--- config.mk ---
export PLATFORM = sky130hd
export DESIGN_NAME = tipi_4bit_bus_master_flat
export DESIGN_NICKNAME = d
export VERILOG_FILES = /design/src/rtl/tipi_bus_pkg.sv /design/src/rtl/tipi_4bit_bus_master_if.sv /design/src/rtl/tipi_bus_phase_timer.sv /design/src/rtl/tipi_4bit_bus_master.sv /design/src/flat_wrapper.sv
export SDC_FILE = /design/constraint.sdc
export NUM_CORES = 1
export LEC_CHECK = 0
export ABC_AREA = 1
export CAP_MARGIN = 10
export CORE_MARGIN = 3
export CORE_UTILIZATION = 52
export DETAILED_ROUTE_END_ITERATION = 12
export PLACE_DENSITY = 0.9
export SETUP_SLACK_MARGIN = 0.15
export SYNTH_ARGS = -nofsm -noshare
export SYNTH_HDL_FRONTEND = slang
export SYNTH_SLANG_ARGS = --single-unit
--- constraint.sdc ---
create_clock -name clk -period 1.9 [get_ports clk]
set_input_delay 0.38 -clock clk [delete_from_list [all_inputs] [get_ports clk]]
set_output_delay 0.38 -clock clk [all_outputs]
set_load 0.03 [all_outputs]
--- src/rtl/tipi_bus_pkg.sv ---
// rtl/tipi_bus_pkg.sv - shared register selects, FSM states and nibble indices for the TIPI nibble-bus master
package tipi_bus_pkg;

  localparam logic [1:0] REG_TD = 2'd0;
  localparam logic [1:0] REG_TC = 2'd1;
  localparam logic [1:0] REG_RD = 2'd2;
  localparam logic [1:0] REG_RC = 2'd3;

  localparam logic [1:0] NIB_SEL = 2'd0;
  localparam logic [1:0] NIB_HI  = 2'd1;
  localparam logic [1:0] NIB_LO  = 2'd2;

  typedef enum logic [3:0] {
    ST_INIT,
    ST_IDLE,
    ST_BRST_H,
    ST_BRST_L,
    ST_SETUP,
    ST_CLKH,
    ST_CLKL,
    ST_TURN,
    ST_DONE
  } state_t;

  // TD/TC are readable, RD/RC are writable: the upper select bit gives the direction.
  function automatic logic is_legal(input logic write, input logic [1:0] sel);
    return write == sel[1];
  endfunction

endpackage

--- src/rtl/tipi_4bit_bus_master_if.sv ---
// rtl/tipi_4bit_bus_master_if.sv - host request/response and nibble-bus signal bundle
interface tipi_4bit_bus_master_if;
  logic       req_valid;
  logic       req_ready;
  logic       req_write;
  logic [1:0] req_reg;
  logic [7:0] req_wdata;
  logic       rsp_valid;
  logic [7:0] rsp_rdata;
  logic       rsp_err;
  logic       bus_clk;
  logic       bus_reset;
  logic [3:0] bus_data_o;
  logic       bus_data_oe;
  logic [3:0] bus_data_i;

  modport master (
    input  req_valid, req_write, req_reg, req_wdata, bus_data_i,
    output req_ready, rsp_valid, rsp_rdata, rsp_err,
    output bus_clk, bus_reset, bus_data_o, bus_data_oe
  );

  modport slave (
    output req_valid, req_write, req_reg, req_wdata, bus_data_i,
    input  req_ready, rsp_valid, rsp_rdata, rsp_err,
    input  bus_clk, bus_reset, bus_data_o, bus_data_oe
  );
endinterface

--- src/rtl/tipi_bus_phase_timer.sv ---
// rtl/tipi_bus_phase_timer.sv - per-phase down-counter, phase_done when the count reaches zero
module tipi_bus_phase_timer #(
  parameter int CLK_DIV = 2
) (
  input  logic clk,
  input  logic reset_n,
  input  logic i_load,
  output logic o_phase_done
);

  localparam int W = $clog2(CLK_DIV + 1);
  localparam logic [W-1:0] LOAD_VAL = W'(CLK_DIV - 1);

  logic [W-1:0] r_count;

  always_ff @(posedge clk or negedge reset_n) begin
    if (!reset_n) begin
      r_count <= LOAD_VAL;
    end else if (i_load) begin
      r_count <= LOAD_VAL;
    end else if (r_count != '0) begin
      r_count <= r_count - W'(1);
    end
  end

  assign o_phase_done = (r_count == '0);

endmodule

--- src/rtl/tipi_4bit_bus_master.sv ---
// rtl/tipi_4bit_bus_master.sv - TIPI 4-bit nibble-bus initiator; TIPI_BUS_FRAME_RESET_EN adds a bus reset pulse per transaction
module tipi_4bit_bus_master
  import tipi_bus_pkg::*;
#(
  parameter int CLK_DIV = 2
) (
  input  logic                          clk,
  input  logic                          reset_n,
  tipi_4bit_bus_master_if.master        bus
);

`ifdef TIPI_BUS_FRAME_RESET_EN
  localparam state_t FIRST_ST = ST_BRST_H;
`else
  localparam state_t FIRST_ST = ST_SETUP;
`endif

  state_t     r_state;
  logic [1:0] r_nib;
  logic       r_init_low;
  logic       r_write;
  logic [1:0] r_reg;
  logic [7:0] r_wdata;
  logic       r_err;
  logic [7:0] r_rdata_sh;

  logic       r_req_ready;
  logic       r_rsp_valid;
  logic [7:0] r_rsp_rdata;
  logic       r_rsp_err;
  logic       r_bus_clk;
  logic       r_bus_reset;
  logic [3:0] r_bus_data_o;
  logic       r_bus_data_oe;

  logic       w_phase_done;
  logic       w_accept;
  logic       w_load;
  logic       w_oe;
  logic [3:0] w_drive_nib;

  assign w_accept = (r_state == ST_IDLE) && r_req_ready && bus.req_valid;
  assign w_load   = (r_state == ST_IDLE) || (r_state == ST_DONE) || w_phase_done;

  // Reads release the bus after the select nibble; writes keep driving through all three.
  assign w_oe = (r_state == ST_SETUP) ||
                (((r_state == ST_CLKH) || (r_state == ST_CLKL)) && (r_write || (r_nib == NIB_SEL)));

  always_comb begin
    w_drive_nib = r_wdata[3:0];
    case (r_nib)
      NIB_SEL: w_drive_nib = {2'b00, r_reg};
      NIB_HI:  w_drive_nib = r_wdata[7:4];
      default: w_drive_nib = r_wdata[3:0];
    endcase
  end

  tipi_bus_phase_timer #(.CLK_DIV(CLK_DIV)) u_timer (
    .clk          (clk),
    .reset_n      (reset_n),
    .i_load       (w_load),
    .o_phase_done (w_phase_done)
  );

  // Outputs are registered from the current state, so every bus phase appears one cycle after its state.
  always_ff @(posedge clk or negedge reset_n) begin
    if (!reset_n) begin
      r_state       <= ST_INIT;
      r_nib         <= NIB_SEL;
      r_init_low    <= 1'b0;
      r_write       <= 1'b0;
      r_reg         <= 2'd0;
      r_wdata       <= 8'h00;
      r_err         <= 1'b0;
      r_rdata_sh    <= 8'h00;
      r_req_ready   <= 1'b0;
      r_rsp_valid   <= 1'b0;
      r_rsp_rdata   <= 8'h00;
      r_rsp_err     <= 1'b0;
      r_bus_clk     <= 1'b0;
      r_bus_reset   <= 1'b1;
      r_bus_data_o  <= 4'h0;
      r_bus_data_oe <= 1'b0;
    end else begin
      r_bus_clk     <= (r_state == ST_CLKH);
      r_bus_reset   <= ((r_state == ST_INIT) && !r_init_low) || (r_state == ST_BRST_H);
      r_bus_data_oe <= w_oe;
      r_bus_data_o  <= w_oe ? w_drive_nib : 4'h0;
      r_rsp_valid   <= (r_state == ST_DONE);
      r_req_ready   <= (r_state == ST_IDLE) && !w_accept;

      if (r_state == ST_DONE) begin
        r_rsp_err <= r_err;
        if (!r_err && !r_write) begin
          r_rsp_rdata <= r_rdata_sh;
        end
      end

      case (r_state)
        ST_INIT: begin
          if (w_phase_done) begin
            if (!r_init_low) begin
              r_init_low <= 1'b1;
            end else begin
              r_state <= ST_IDLE;
            end
          end
        end
        ST_IDLE: begin
          if (w_accept) begin
            r_write <= bus.req_write;
            r_reg   <= bus.req_reg;
            r_wdata <= bus.req_wdata;
            r_nib   <= NIB_SEL;
            r_err   <= !is_legal(bus.req_write, bus.req_reg);
            r_state <= is_legal(bus.req_write, bus.req_reg) ? FIRST_ST : ST_DONE;
          end
        end
        ST_BRST_H: if (w_phase_done) r_state <= ST_BRST_L;
        ST_BRST_L: if (w_phase_done) r_state <= ST_SETUP;
        ST_SETUP:  if (w_phase_done) r_state <= ST_CLKH;
        ST_CLKH:   if (w_phase_done) r_state <= ST_CLKL;
        ST_CLKL: begin
          if (w_phase_done) begin
            if (r_write) begin
              if (r_nib == NIB_LO) begin
                r_state <= ST_DONE;
              end else begin
                r_nib   <= r_nib + 2'd1;
                r_state <= ST_SETUP;
              end
            end else if (r_nib == NIB_SEL) begin
              r_nib   <= NIB_HI;
              r_state <= ST_TURN;
            end else begin
              r_rdata_sh[3:0] <= bus.bus_data_i;
              r_state         <= ST_DONE;
            end
          end
        end
        ST_TURN: begin
          if (w_phase_done) begin
            r_rdata_sh[7:4] <= bus.bus_data_i;
            r_state         <= ST_CLKH;
          end
        end
        ST_DONE: r_state <= ST_IDLE;
        default: r_state <= ST_INIT;
      endcase
    end
  end

  assign bus.req_ready   = r_req_ready;
  assign bus.rsp_valid   = r_rsp_valid;
  assign bus.rsp_rdata   = r_rsp_rdata;
  assign bus.rsp_err     = r_rsp_err;
  assign bus.bus_clk     = r_bus_clk;
  assign bus.bus_reset   = r_bus_reset;
  assign bus.bus_data_o  = r_bus_data_o;
  assign bus.bus_data_oe = r_bus_data_oe;

endmodule

--- src/flat_wrapper.sv ---
// flat-port wrapper written by rule: the top's interface ports become plain ports
module tipi_4bit_bus_master_flat import tipi_bus_pkg::*;
#(
  parameter int CLK_DIV = 2
)
  (clk, reset_n, bus_req_valid, bus_req_write, bus_req_reg, bus_req_wdata, bus_bus_data_i, bus_req_ready, bus_rsp_valid, bus_rsp_rdata, bus_rsp_err, bus_bus_clk, bus_bus_reset, bus_bus_data_o, bus_bus_data_oe);
  tipi_4bit_bus_master_if bus_i ();
  input  logic clk;
  input  logic reset_n;
  input wire logic [$bits(bus_i.req_valid)-1:0] bus_req_valid;
  input wire logic [$bits(bus_i.req_write)-1:0] bus_req_write;
  input wire logic [$bits(bus_i.req_reg)-1:0] bus_req_reg;
  input wire logic [$bits(bus_i.req_wdata)-1:0] bus_req_wdata;
  input wire logic [$bits(bus_i.bus_data_i)-1:0] bus_bus_data_i;
  output wire logic [$bits(bus_i.req_ready)-1:0] bus_req_ready;
  output wire logic [$bits(bus_i.rsp_valid)-1:0] bus_rsp_valid;
  output wire logic [$bits(bus_i.rsp_rdata)-1:0] bus_rsp_rdata;
  output wire logic [$bits(bus_i.rsp_err)-1:0] bus_rsp_err;
  output wire logic [$bits(bus_i.bus_clk)-1:0] bus_bus_clk;
  output wire logic [$bits(bus_i.bus_reset)-1:0] bus_bus_reset;
  output wire logic [$bits(bus_i.bus_data_o)-1:0] bus_bus_data_o;
  output wire logic [$bits(bus_i.bus_data_oe)-1:0] bus_bus_data_oe;
  assign bus_i.req_valid = bus_req_valid;
  assign bus_i.req_write = bus_req_write;
  assign bus_i.req_reg = bus_req_reg;
  assign bus_i.req_wdata = bus_req_wdata;
  assign bus_i.bus_data_i = bus_bus_data_i;
  assign bus_req_ready = bus_i.req_ready;
  assign bus_rsp_valid = bus_i.rsp_valid;
  assign bus_rsp_rdata = bus_i.rsp_rdata;
  assign bus_rsp_err = bus_i.rsp_err;
  assign bus_bus_clk = bus_i.bus_clk;
  assign bus_bus_reset = bus_i.bus_reset;
  assign bus_bus_data_o = bus_i.bus_data_o;
  assign bus_bus_data_oe = bus_i.bus_data_oe;
  tipi_4bit_bus_master #(.CLK_DIV(CLK_DIV)) u_core (.clk(clk), .reset_n(reset_n), .bus(bus_i));
endmodule
==> out/results.ini <==
[floorplan]
dieHeight_um=70.7
floorplan.initialDensity_pct=56.4
dieArea_sq_mm=0.00499
rows=22
chipWidth_um=70.7
design.core.area_sq_mm=0.00385
pin_count=36

[yosys]
area_share_of_and_or_nand_nor_cells_after_synthesis_pct=32.4
synth_seq_cells=47
synth_area_sq_mm=0.00217
synth_compound_area_share_pct=4.66
synth.area.mux_share_pct=0
synth_nets=273
postSynthCellCount=251
synth_warnings=0
synth-xor-area-share_pct=0
main_combinational_cell_family_by_area_after_synthesis=simple AND/OR/NAND/NOR gates
yosysSeqAreaShare_pct=54.2
synth.avg_cell_area_sq_um=8.66
synth_adder_area_share_pct=2.30
yosysUniqueCellTypes=24

[setup_path]
worstPathCellList=clkdlybuf4s50_1
worst_ep_required_time_ns=1.52
crit_path_top_delay_cell=sky130_fd_sc_hd__clkdlybuf4s50_1
setup.reg_to_reg.worst_slack_ns=0.36
rr_worst_depth=8
timing.critical_path.slowest_cell_delay_ns=0.67
critPathCaptureType=primary output
r2r_path_start=u_core.r_nib[0]
arrival_ns=1.33
worst-setup-path-type=flop to primary output
worstReg2RegEnd=u_core.r_nib[1]
cp_top_family=buffers and inverters
worst-path-buf-inv=1
startpoint_type=flop
critical_path.max_fanout=2

[final_layout]
final_design_area_no_fill_sq_mm=0.00268
antenna-diode-count=0
area_added_between_synthesis_and_finish_pct=23.3
final_core_util_pct=69.6
final_layout_size_suffix_gt1_share_pct=13.1
net_count_of_the_finished_layout=313

[clock_network]
cts_tree=yes
cts_made_buffers=5
clk_pin_slew_worst_paths_ns=0.09
cts-hold-fix-buffers=0
clock_tree.htree_level_count=2
cts_buffer_depth=2
post_cts_buffers=0
root_buffer=sky130_fd_sc_hd__clkbuf_8
clk_latency_ns=0.31
clkSinkCount=47

[route]
avgViaCountPerCell=5.04
drt-total-wl_um=4180
routed_wire_length_per_instance_um=12.3
remaining_drc_errors=0
postRouteAntennaNets=0
vias=1708
drt_first_pass_iters=4
drt_first_iter_violations=147

[timing]
layout_min_cycle_time_ns=1.71
hold_viol=0
max-slew-margin-rel_pct=61.9
drv_slew=0
rsz_0062_raised_after_global_routing=false
finalCritPeriodShare_pct=90.0
final_sum_of_negative_setup_slack_ns=0
maxClockFrequency_ghz=0.585
hold-worst-slack_ns=0.144
report.final.setup_viol=0
worst_pin_slew_ns=0.571
final.setup.worst_slack_ns=0.190
skew_ns=0.00932

[pwr]
power_switching_w=0.00174
cell_internal_pwr_w=0.00244
comb_power_share_pct=43.4
p_seq_share_pct=39.6
irDropWorstVdd_mv=0.905
power.leakage_nw=1.50
net_switching_fraction_of_the_power_pct=41.6
pwr_dens_mw_per_mm2=1560
relative_contribution_of_the_clock_network_to_total_power_pct=17.0

[min_path]
hold_path_class=input port to async pin

[global_route]
globalRouteTotalUtil_pct=18.0
grt_start_max_net_pins=48
antenna_found_initial=0
via_count_of_the_first_global_routing_pass=1594
grt_pass1_wl_um=7130
grt-ovfl-total=0

[status]
run_status=completed

[place]
routabilityCongestion=0.915
dp.final_hpwl_um=3140
place_ws_ns=0.360
portBuffers=35
placed_cell_area_sq_mm=0.00256

[run]
cap_viol_max_count=0

cell usage in the layout, fill, tap and decap left out, drive strengths merged, types with 2 or more instances in the layout:
cell,n
nand3,32
buf,3
dfrtp,45
and3,2
nand2,94
clkdlybuf4s50,25
o21ai,12
a21oi,3
clkbuf,5
nor2,21
ha,4
a22oi,2
dfstp,2
nand4,2
inv,27
dlymetal6s2s,8
routing by layer:
layer  GRT usage (%)  vias to the layer above  part of all wire, %
li1                -                      868                    -
met1            23.5                      788                   44
met2            29.0                       47                   49
met3            5.11                        5                  6.4
met4            6.26                        0                  1.3
met5               0                        -                    0
through the flow:
stage,std cells,power (W)
finish,339,0.00418
global route,339,0.00450
CTS,339,0.00422
detailed placement,332,0.00352
global placement,332,0.00343
floorplan,251,0.00293
synthesized netlist by cell type, drive strengths merged:
master | number | area [sq um]
nand2 | 94 | 378
a22oi | 2 | 15.0
and3 | 2 | 12.5
inv | 27 | 101
a21oi | 3 | 18.8
nand4 | 2 | 12.5
nor2 | 21 | 104
buf | 4 | 38.8
dfstp | 2 | 52.6
o21ai | 12 | 60.1
nand3 | 32 | 198
o31ai | 1 | 7.51
dfrtp | 45 | 1130
ha | 4 | 50.1
what timing repair did:
item / 4_1_cts / 5_1_grt
setup endpoints to repair: 1 / 8
pin swaps: 0 / 0
gates resized for setup: 1 / 8
worst max-delay path by stage:
stage,start,end,slack (ns),cells past startpoint
after global placement,u_core.bus.bus_reset,bus_bus_reset,0.37,1
after CTS,u_core.bus.bus_data_oe,bus_bus_data_oe,0.16,1
final,u_core.bus.rsp_err,bus_rsp_err,0.19,1
after global routing,u_core.bus.rsp_rdata[0],bus_rsp_rdata[0],0.15,1
after detailed placement,u_core.r_nib[0],u_core.r_nib[1],0.36,8
after floorplan,u_core.r_nib[0],u_core.r_nib[1],0.50,8
power by group through the flow:
stage	combinational (W)	clock (W)	sequential, W
3_3_place_gp	0.00178	0	0.00165
2_1_floorplan	0.00103	0	0.00190
3_5_place_dp	0.00184	0	0.00168
4_1_cts	0.00184	0.000719	0.00166
6_report	0.00182	0.000710	0.00166
5_1_grt	0.00202	0.000770	0.00171
cell families (layout without fill, tap and decap cells):
logic type,after synthesis,in the layout
fa+ha+maj,4,4
flops,47,47
compound gates,18,18
simple gates,151,151
buf+inv,31,71
cell type report:
cell class / count / area (sq um)
clock buffers: 5 / 68.8
clock inverters: 2 / 37.5
fillers: 314 / 1170
inverters: 27 / 101
multi-input cells: 173 / 856
flip-flops and latches: 47 / 1180
well taps: 48 / 60.1
repair buffers: 37 / 379
No activity file was read; power rests on OpenSTA's default activity.
